`config.mk`:
```
export PLATFORM = sky130hd
export DESIGN_NAME = bcd_clock_setter_flat
export DESIGN_NICKNAME = d
export VERILOG_FILES = /design/src/rtl/bcd_clock_setter_if.sv /design/src/rtl/bcd_clock_setter.sv /design/src/flat_wrapper.sv
export SDC_FILE = /design/constraint.sdc
export NUM_CORES = 1
export LEC_CHECK = 0
export BUFFER_PORTS_ARGS = -buffer_cell sky130_fd_sc_hd__buf_2
export CAP_MARGIN = 10
export CORE_MARGIN = 4
export CORE_UTILIZATION = 63
export CTS_CLUSTER_DIAMETER = 120
export CTS_CLUSTER_SIZE = 24
export DETAILED_ROUTE_END_ITERATION = 10
export HOLD_SLACK_MARGIN = 0.06
export PLACE_DENSITY_LB_ADDON = 0.15
export SLEW_MARGIN = 40
export SYNTH_ARGS = -nofsm -noshare
export SYNTH_HDL_FRONTEND = slang
export SYNTH_SLANG_ARGS = --single-unit
```
`constraint.sdc`:
```
create_clock -name clk -period 10.27 [get_ports clk]
set_input_delay 1.027 -clock clk [delete_from_list [all_inputs] [get_ports clk]]
set_output_delay 1.027 -clock clk [all_outputs]
set_load 0.02 [all_outputs]
```
`src/rtl/bcd_clock_setter_if.sv`:
```
// Bus between the time-set controller, the board buttons, the counter and the display.
// master: controller side (buttons/cur_* in; hold/load/load_*/edit_sel/digit_on out).
interface bcd_clock_setter_if;
  logic       btn_mode;
  logic       btn_inc;
  logic       btn_dec;
  logic [3:0] cur_m;
  logic [3:0] cur_c;
  logic [3:0] cur_d;
  logic [3:0] cur_u;
  logic       hold;
  logic       load;
  logic [3:0] load_m;
  logic [3:0] load_c;
  logic [3:0] load_d;
  logic [3:0] load_u;
  logic [1:0] edit_sel;
  logic [3:0] digit_on;

  modport master (
    input  btn_mode, btn_inc, btn_dec,
    input  cur_m, cur_c, cur_d, cur_u,
    output hold, load,
    output load_m, load_c, load_d, load_u,
    output edit_sel, digit_on
  );

  modport slave (
    output btn_mode, btn_inc, btn_dec,
    output cur_m, cur_c, cur_d, cur_u,
    input  hold, load,
    input  load_m, load_c, load_d, load_u,
    input  edit_sel, digit_on
  );
endinterface

```
`src/rtl/bcd_clock_setter.sv`:
```
// Time-set controller for the M:C:D:U BCD clock: debounced buttons, edit FSM, shadow, blink.
// Ports: clk, reset (async, high), bus (master: buttons, cur_*, hold/load/load_*, edit_sel, digit_on).
module bcd_clock_setter_btn #(
  parameter int unsigned DB_TKS   = 20,
  parameter int unsigned DLY_TKS  = 600,
  parameter int unsigned RATE_TKS = 150,
  parameter bit          REPEAT   = 1'b0
) (
  input  logic clk,
  input  logic reset,
  input  logic raw,
  output logic ev
);
  logic        s1_q, s1_d, s2_q, s2_d, lvl_q, lvl_d;
  logic        first_q, first_d, ev_q, ev_d;
  logic [31:0] db_cnt_q, db_cnt_d, rpt_cnt_q, rpt_cnt_d;

  always_ff @(posedge clk or posedge reset) begin
    if (reset) begin
      s1_q      <= 1'b0;
      s2_q      <= 1'b0;
      lvl_q     <= 1'b0;
      first_q   <= 1'b0;
      ev_q      <= 1'b0;
      db_cnt_q  <= '0;
      rpt_cnt_q <= '0;
    end else begin
      s1_q      <= s1_d;
      s2_q      <= s2_d;
      lvl_q     <= lvl_d;
      first_q   <= first_d;
      ev_q      <= ev_d;
      db_cnt_q  <= db_cnt_d;
      rpt_cnt_q <= rpt_cnt_d;
    end
  end

  always_comb begin
    s1_d      = raw;
    s2_d      = s1_q;
    lvl_d     = lvl_q;
    first_d   = first_q;
    ev_d      = 1'b0;
    db_cnt_d  = '0;
    rpt_cnt_d = rpt_cnt_q;
    if (s2_q != lvl_q) begin
      if (db_cnt_q == DB_TKS - 1) begin
        lvl_d = s2_q;
        if (s2_q) begin
          ev_d      = 1'b1;
          rpt_cnt_d = '0;
          first_d   = 1'b1;
        end
      end else begin
        db_cnt_d = db_cnt_q + 32'd1;
      end
    end
    // First repeat waits the long delay, later ones the short rate.
    if (REPEAT && lvl_q && lvl_d) begin
      if (rpt_cnt_q == (first_q ? DLY_TKS : RATE_TKS) - 1) begin
        ev_d      = 1'b1;
        rpt_cnt_d = '0;
        first_d   = 1'b0;
      end else begin
        rpt_cnt_d = rpt_cnt_q + 32'd1;
      end
    end
  end

  assign ev = ev_q;
endmodule

module bcd_clock_setter #(
  parameter int unsigned F_CLK_HZ        = 25_000_000,
  parameter int unsigned DEBOUNCE_MS     = 20,
  parameter int unsigned REPEAT_DELAY_MS = 600,
  parameter int unsigned REPEAT_RATE_MS  = 150,
  parameter int unsigned BLINK_MS        = 250,
  parameter int unsigned TIMEOUT_S       = 10
) (
  input logic                clk,
  input logic                reset,
  bcd_clock_setter_if.master bus
);
  localparam int unsigned TPMS      = F_CLK_HZ / 1000;
  localparam int unsigned DB_TKS    = TPMS * DEBOUNCE_MS;
  localparam int unsigned DLY_TKS   = TPMS * REPEAT_DELAY_MS;
  localparam int unsigned RATE_TKS  = TPMS * REPEAT_RATE_MS;
  localparam int unsigned BLINK_TKS = TPMS * BLINK_MS;
  localparam int unsigned TO_TKS    = TIMEOUT_S * F_CLK_HZ;

  typedef enum logic [2:0] {
    IDLE, EDIT_M, EDIT_C, EDIT_D, EDIT_U, COMMIT
  } state_t;

  state_t           state_q, state_d;
  logic [3:0][3:0]  sh_q, sh_d, cur;
  logic [31:0]      to_cnt_q, to_cnt_d, blink_cnt_q, blink_cnt_d;
  logic             blink_on_q, blink_on_d;
  logic             ev_mode, ev_inc, ev_dec, inc_ev, dec_ev, any_ev;
  logic             edit, to_exp, hold, load;
  logic [1:0]       sel;
  logic [3:0]       digit_on;

  function automatic logic [3:0] lim(input logic [1:0] i);
    unique case (i)
      2'd3:    lim = 4'd2;
      2'd2:    lim = 4'd3;
      2'd1:    lim = 4'd5;
      default: lim = 4'd9;
    endcase
  endfunction

  bcd_clock_setter_btn #(
    .DB_TKS(DB_TKS), .DLY_TKS(DLY_TKS),
    .RATE_TKS(RATE_TKS), .REPEAT(1'b0)
  ) u_mode (.clk(clk), .reset(reset), .raw(bus.btn_mode), .ev(ev_mode));

  bcd_clock_setter_btn #(
    .DB_TKS(DB_TKS), .DLY_TKS(DLY_TKS),
    .RATE_TKS(RATE_TKS), .REPEAT(1'b1)
  ) u_inc (.clk(clk), .reset(reset), .raw(bus.btn_inc), .ev(ev_inc));

  bcd_clock_setter_btn #(
    .DB_TKS(DB_TKS), .DLY_TKS(DLY_TKS),
    .RATE_TKS(RATE_TKS), .REPEAT(1'b1)
  ) u_dec (.clk(clk), .reset(reset), .raw(bus.btn_dec), .ev(ev_dec));

  // Mode beats inc/dec; inc with dec cancels both.
  assign inc_ev = ev_inc & ~ev_mode & ~ev_dec;
  assign dec_ev = ev_dec & ~ev_mode & ~ev_inc;
  assign any_ev = ev_mode | ev_inc | ev_dec;
  assign cur    = {bus.cur_m, bus.cur_c, bus.cur_d, bus.cur_u};
  assign to_exp = edit && (to_cnt_q == TO_TKS - 1);

  always_ff @(posedge clk or posedge reset) begin
    if (reset) begin
      state_q     <= IDLE;
      sh_q        <= '0;
      to_cnt_q    <= '0;
      blink_cnt_q <= '0;
      blink_on_q  <= 1'b1;
    end else begin
      state_q     <= state_d;
      sh_q        <= sh_d;
      to_cnt_q    <= to_cnt_d;
      blink_cnt_q <= blink_cnt_d;
      blink_on_q  <= blink_on_d;
    end
  end

  always_comb begin
    state_d = state_q;
    unique case (state_q)
      IDLE:    if (ev_mode) state_d = EDIT_M;
      EDIT_M:  if (ev_mode) state_d = EDIT_C;
               else if (to_exp) state_d = IDLE;
      EDIT_C:  if (ev_mode) state_d = EDIT_D;
               else if (to_exp) state_d = IDLE;
      EDIT_D:  if (ev_mode) state_d = EDIT_U;
               else if (to_exp) state_d = IDLE;
      EDIT_U:  if (ev_mode) state_d = COMMIT;
               else if (to_exp) state_d = IDLE;
      COMMIT:  state_d = IDLE;
      default: state_d = IDLE;
    endcase
  end

  always_comb begin
    hold     = (state_q != IDLE);
    load     = (state_q == COMMIT);
    edit     = 1'b0;
    sel      = 2'd0;
    unique case (state_q)
      EDIT_M:  begin edit = 1'b1; sel = 2'd3; end
      EDIT_C:  begin edit = 1'b1; sel = 2'd2; end
      EDIT_D:  begin edit = 1'b1; sel = 2'd1; end
      EDIT_U:  begin edit = 1'b1; sel = 2'd0; end
      default: begin edit = 1'b0; sel = 2'd0; end
    endcase
    digit_on = 4'hf;
    if (edit && !blink_on_q) digit_on[sel] = 1'b0;
  end

  always_comb begin
    sh_d        = sh_q;
    to_cnt_d    = '0;
    blink_cnt_d = '0;
    blink_on_d  = 1'b1;
    if (state_q == IDLE && ev_mode) begin
      for (int i = 0; i < 4; i++)
        sh_d[i] = (cur[i] > lim(2'(i))) ? 4'd0 : cur[i];
    end else if (edit && inc_ev) begin
      sh_d[sel] = (sh_q[sel] == lim(sel)) ? 4'd0 : sh_q[sel] + 4'd1;
    end else if (edit && dec_ev) begin
      sh_d[sel] = (sh_q[sel] == 4'd0) ? lim(sel) : sh_q[sel] - 4'd1;
    end
    if (edit && !any_ev) to_cnt_d = to_cnt_q + 32'd1;
    // Restarting the blink keeps the freshly edited digit visible.
    if (state_d == state_q && edit && !inc_ev && !dec_ev) begin
      if (blink_cnt_q == BLINK_TKS - 1) begin
        blink_on_d = ~blink_on_q;
      end else begin
        blink_cnt_d = blink_cnt_q + 32'd1;
        blink_on_d  = blink_on_q;
      end
    end
  end

  assign bus.hold     = hold;
  assign bus.load     = load;
  assign bus.load_m   = sh_q[3];
  assign bus.load_c   = sh_q[2];
  assign bus.load_d   = sh_q[1];
  assign bus.load_u   = sh_q[0];
  assign bus.edit_sel = sel;
  assign bus.digit_on = digit_on;
endmodule

```
`src/flat_wrapper.sv`:
```
// flat-port wrapper written by rule: the top's interface ports become plain ports
module bcd_clock_setter_flat 
#(
  parameter int unsigned F_CLK_HZ        = 25_000_000,
  parameter int unsigned DEBOUNCE_MS     = 20,
  parameter int unsigned REPEAT_DELAY_MS = 600,
  parameter int unsigned REPEAT_RATE_MS  = 150,
  parameter int unsigned BLINK_MS        = 250,
  parameter int unsigned TIMEOUT_S       = 10
)
  (clk, reset, bus_btn_mode, bus_btn_inc, bus_btn_dec, bus_cur_m, bus_cur_c, bus_cur_d, bus_cur_u, bus_hold, bus_load, bus_load_m, bus_load_c, bus_load_d, bus_load_u, bus_edit_sel, bus_digit_on);
  bcd_clock_setter_if bus_i ();
  input logic clk;
  input logic reset;
  input wire logic [$bits(bus_i.btn_mode)-1:0] bus_btn_mode;
  input wire logic [$bits(bus_i.btn_inc)-1:0] bus_btn_inc;
  input wire logic [$bits(bus_i.btn_dec)-1:0] bus_btn_dec;
  input wire logic [$bits(bus_i.cur_m)-1:0] bus_cur_m;
  input wire logic [$bits(bus_i.cur_c)-1:0] bus_cur_c;
  input wire logic [$bits(bus_i.cur_d)-1:0] bus_cur_d;
  input wire logic [$bits(bus_i.cur_u)-1:0] bus_cur_u;
  output wire logic [$bits(bus_i.hold)-1:0] bus_hold;
  output wire logic [$bits(bus_i.load)-1:0] bus_load;
  output wire logic [$bits(bus_i.load_m)-1:0] bus_load_m;
  output wire logic [$bits(bus_i.load_c)-1:0] bus_load_c;
  output wire logic [$bits(bus_i.load_d)-1:0] bus_load_d;
  output wire logic [$bits(bus_i.load_u)-1:0] bus_load_u;
  output wire logic [$bits(bus_i.edit_sel)-1:0] bus_edit_sel;
  output wire logic [$bits(bus_i.digit_on)-1:0] bus_digit_on;
  assign bus_i.btn_mode = bus_btn_mode;
  assign bus_i.btn_inc = bus_btn_inc;
  assign bus_i.btn_dec = bus_btn_dec;
  assign bus_i.cur_m = bus_cur_m;
  assign bus_i.cur_c = bus_cur_c;
  assign bus_i.cur_d = bus_cur_d;
  assign bus_i.cur_u = bus_cur_u;
  assign bus_hold = bus_i.hold;
  assign bus_load = bus_i.load;
  assign bus_load_m = bus_i.load_m;
  assign bus_load_c = bus_i.load_c;
  assign bus_load_d = bus_i.load_d;
  assign bus_load_u = bus_i.load_u;
  assign bus_edit_sel = bus_i.edit_sel;
  assign bus_digit_on = bus_i.digit_on;
  bcd_clock_setter #(.F_CLK_HZ(F_CLK_HZ), .DEBOUNCE_MS(DEBOUNCE_MS), .REPEAT_DELAY_MS(REPEAT_DELAY_MS), .REPEAT_RATE_MS(REPEAT_RATE_MS), .BLINK_MS(BLINK_MS), .TIMEOUT_S(TIMEOUT_S)) u_core (.clk(clk), .reset(reset), .bus(bus_i));
endmodule
```
==> flow_summary.ini <==
[status]
status = completed

[finish]
multi_input_area_sq_mm = 0.00700
syn_to_final_growth_pct = 5.99
seq_area_sq_mm = 0.00646
nets = 1562
drive_gt1_share_pct = 7.10
finalNonFillerCells = 1811
nFillCells = 1696
antenna_cells = 0

[min_path]
hold_path.class = reg2reg

[cts]
hold_buffers = 0
cts_setup_buffers = 0
htreeDepth = 1
cts_resized = 0
clkLatencyLatePin_ns = 0.49
root_buffer = clkbuf_16
cts_tree = built
path_clk_slew_ns = 0.10
cts.sinks = 258
cts_buffers = 14
cts.path.max_buffers = 3

[sta]
finalHoldViolCount = 0
rsz0062_at_grt = no
finalCritPeriodShare_pct = 34.5
fmax_mhz = 282
fin_setup_tns_ns = 0
fin_crit_ns = 3.54
setup_viol = 0
drv_slew = 0
slew_headroom_pct = 48.2
skew_ns = 0.0160
max_slew.worst_pin.slew_ns = 0.776

[synthesis]
yosysTopAreaCell = dfrtp_1
seq_area_frac_synth_pct = 46.7
ys_seq_elements = 258
synthDistinctLibCells = 74
yosys_warnings = 0
syn-cell-area_sq_mm = 0.0138
synth_enable_flop_cells = 0
syn_nets = 1561
async_flop_share_pct = 100
synthTopCellsByArea = dfrtp_1 (46%), nor2_1 (5.9%), xor2_1 (5.3%)
synth_cells = 1531
yosysTopAreaCellShare_pct = 46.5
synth_flop_cell = dfrtp_1
synth_common_cells = dfrtp_1 (257), nor2_1 (216), nand2_1 (136)
synth_area_per_cell_sq_um = 9.03
synth_most_common_cell = dfrtp_1

[global_route]
grt_pass1_vias = 10670
grt_max_degree = 116
antenna_found_initial = 0
grt_pass1_wl_mm = 51.1
grt_overflow = 0
grtUsageTotal_pct = 24.4

[critical_path]
timing.critical_path.arrival_ns = 2.51
critPathLaunchType = flop
crit_required_ns = 9.24
cp-end-kind = output pin
crit_fanout = 23
worstSetupPathType = reg2out

[die]
num_rows = 53
start_util_pct = 65.0
pin_count = 45
core_area_sq_mm = 0.0213
die_area_sq_mm = 0.0244
die_w_um = 156
fp.dieH_um = 156

[place]
dp_cells = 1791
hpwl_mm = 20.0
portBuffers = 44
gp_routability_congestion = 0.912

[routing]
vias = 11251
drt-total-wl_mm = 29.6
wl_per_cell_um = 16.3
ant_nets = 0
avgViaCountPerCell = 6.21
drc = 0
drt-initial-drc-count = 827
firstDrtPassIters = 5

[power_and_ir_drop]
p_leak_nw = 5.93
power.density_mw_per_mm2 = 113
vdd_drop_max_v = 0.0000970

[run]
max_cap_violations = 0
worst max-delay path, cell delays in order (launching register included):
cell and delay [ns]:
dfrtp_1 0.86, nand2b_1 0.26, inv_1 0.20, nand2_1 0.19
or2_2 0.35, buf_2 0.16
path summary, 6_finish.rpt:
kind	from	to	slack (ns)	depth (start not counted)
max	u_core.state_q[0]	bus_digit_on[1]	6.73	5
max reg2reg	u_core.state_q[0]	u_core.bus.load_c[1]	6.90	9
min in group asynchronous	reset	u_core.u_inc.rpt_cnt_q[19]	0.61	2
min reg2reg	u_core.u_dec.s1_q	u_core.u_dec.s2_q	0.36	0
max in group asynchronous	reset	u_core.to_cnt_q[30]	8.53	3
min	u_core.u_dec.s1_q	u_core.u_dec.s2_q	0.36	0
cell type report:
type | instances | share of cell area [%]
Sequential cell | 258 | 44.0
Clock inverter | 1 | 0.0597
Inverter | 44 | 1.21
Timing Repair Buffer | 51 | 1.91
Multi-Input combinational cell | 1163 | 47.8
Tap cell | 275 | 2.35
Clock buffer | 19 | 2.66
power breakdown:
part           switching, W  internal (W)  leakage [nW]  total (W)
combinational     0.0000304    0.00000813          2.19  0.0000385
clock              0.000326      0.000270         0.194   0.000596
sequential       0.00000416       0.00102          3.54    0.00102
stage by stage:
stage	setup slack [ns]	utilization [%]	power, W	hold slack (ns)	instance area (sq um)
after floorplan	2.15	-	0.00107	0.331	13800
after global placement	7.04	66.7	0.00108	0.335	14200
after detailed placement	7.07	66.8	0.00108	0.335	14200
after CTS	6.81	68.7	0.00167	0.357	14600
after global routing	6.57	68.9	0.00172	0.365	14700
final	6.73	68.9	0.00166	0.355	14700
cells in the final DEF, fill, tap and decap left out, types with 4 or more instances in the layout:
cell type	n
dfrtp_1	257
nor2_1	216
nand2_1	135
nand3_1	101
xor2_1	84
a21oi_1	60
xnor2_1	58
o21ai_0	54
nand4_1	54
a31oi_1	51
buf_2	44
inv_1	43
and3_1	41
nor4_1	30
or3_1	25
nor4b_1	24
nor3_1	24
and4_1	21
nand2b_1	15
clkbuf_16	15
and2_1	13
nor2b_1	12
or2_2	12
mux2i_1	9
ha_1	9
or4_1	8
a41oi_1	8
nor4_2	6
mux2_2	5
o22ai_1	5
o211ai_1	5
buf_4	5
nor3b_1	4
o21a_1	4
clkbuf_1	4
per-layer routing:
metal / vias up / track usage, % / wire length, um
met5: - / 0 / 0
met4: 0 / 5.37 / 520
met3: 41 / 3.16 / 1580
met2: 310 / 40.0 / 13800
met1: 5453 / 35.3 / 13700
li1: 5447 / - / -
flip-flops by register name, summed over array words and instances (netlist names), 32 cells and up:
name and flops:
u_core.blink_cnt_q 32, u_core.to_cnt_q 32, u_core.u_dec.db_cnt_q 32, u_core.u_dec.rpt_cnt_q 32, u_core.u_inc.db_cnt_q 32, u_core.u_inc.rpt_cnt_q 32
u_core.u_mode.db_cnt_q 32
cells by family (layout without fill, tap and decap cells):
logic type / after synthesis / count (layout) / share of synthesized area [%]
AND/OR/NAND/NOR: 767 / 767 / 28.7
flip-flops: 258 / 258 / 46.7
AO/OA/AOI/OAI: 230 / 230 / 10.5
XOR/XNOR: 142 / 142 / 8.99
buffers and inverters: 110 / 115 / 3.12
multiplexers: 15 / 15 / 1.13
adder cells (fa/ha/maj): 9 / 9 / 0.814
No activity file was read; power rests on OpenSTA's default activity.
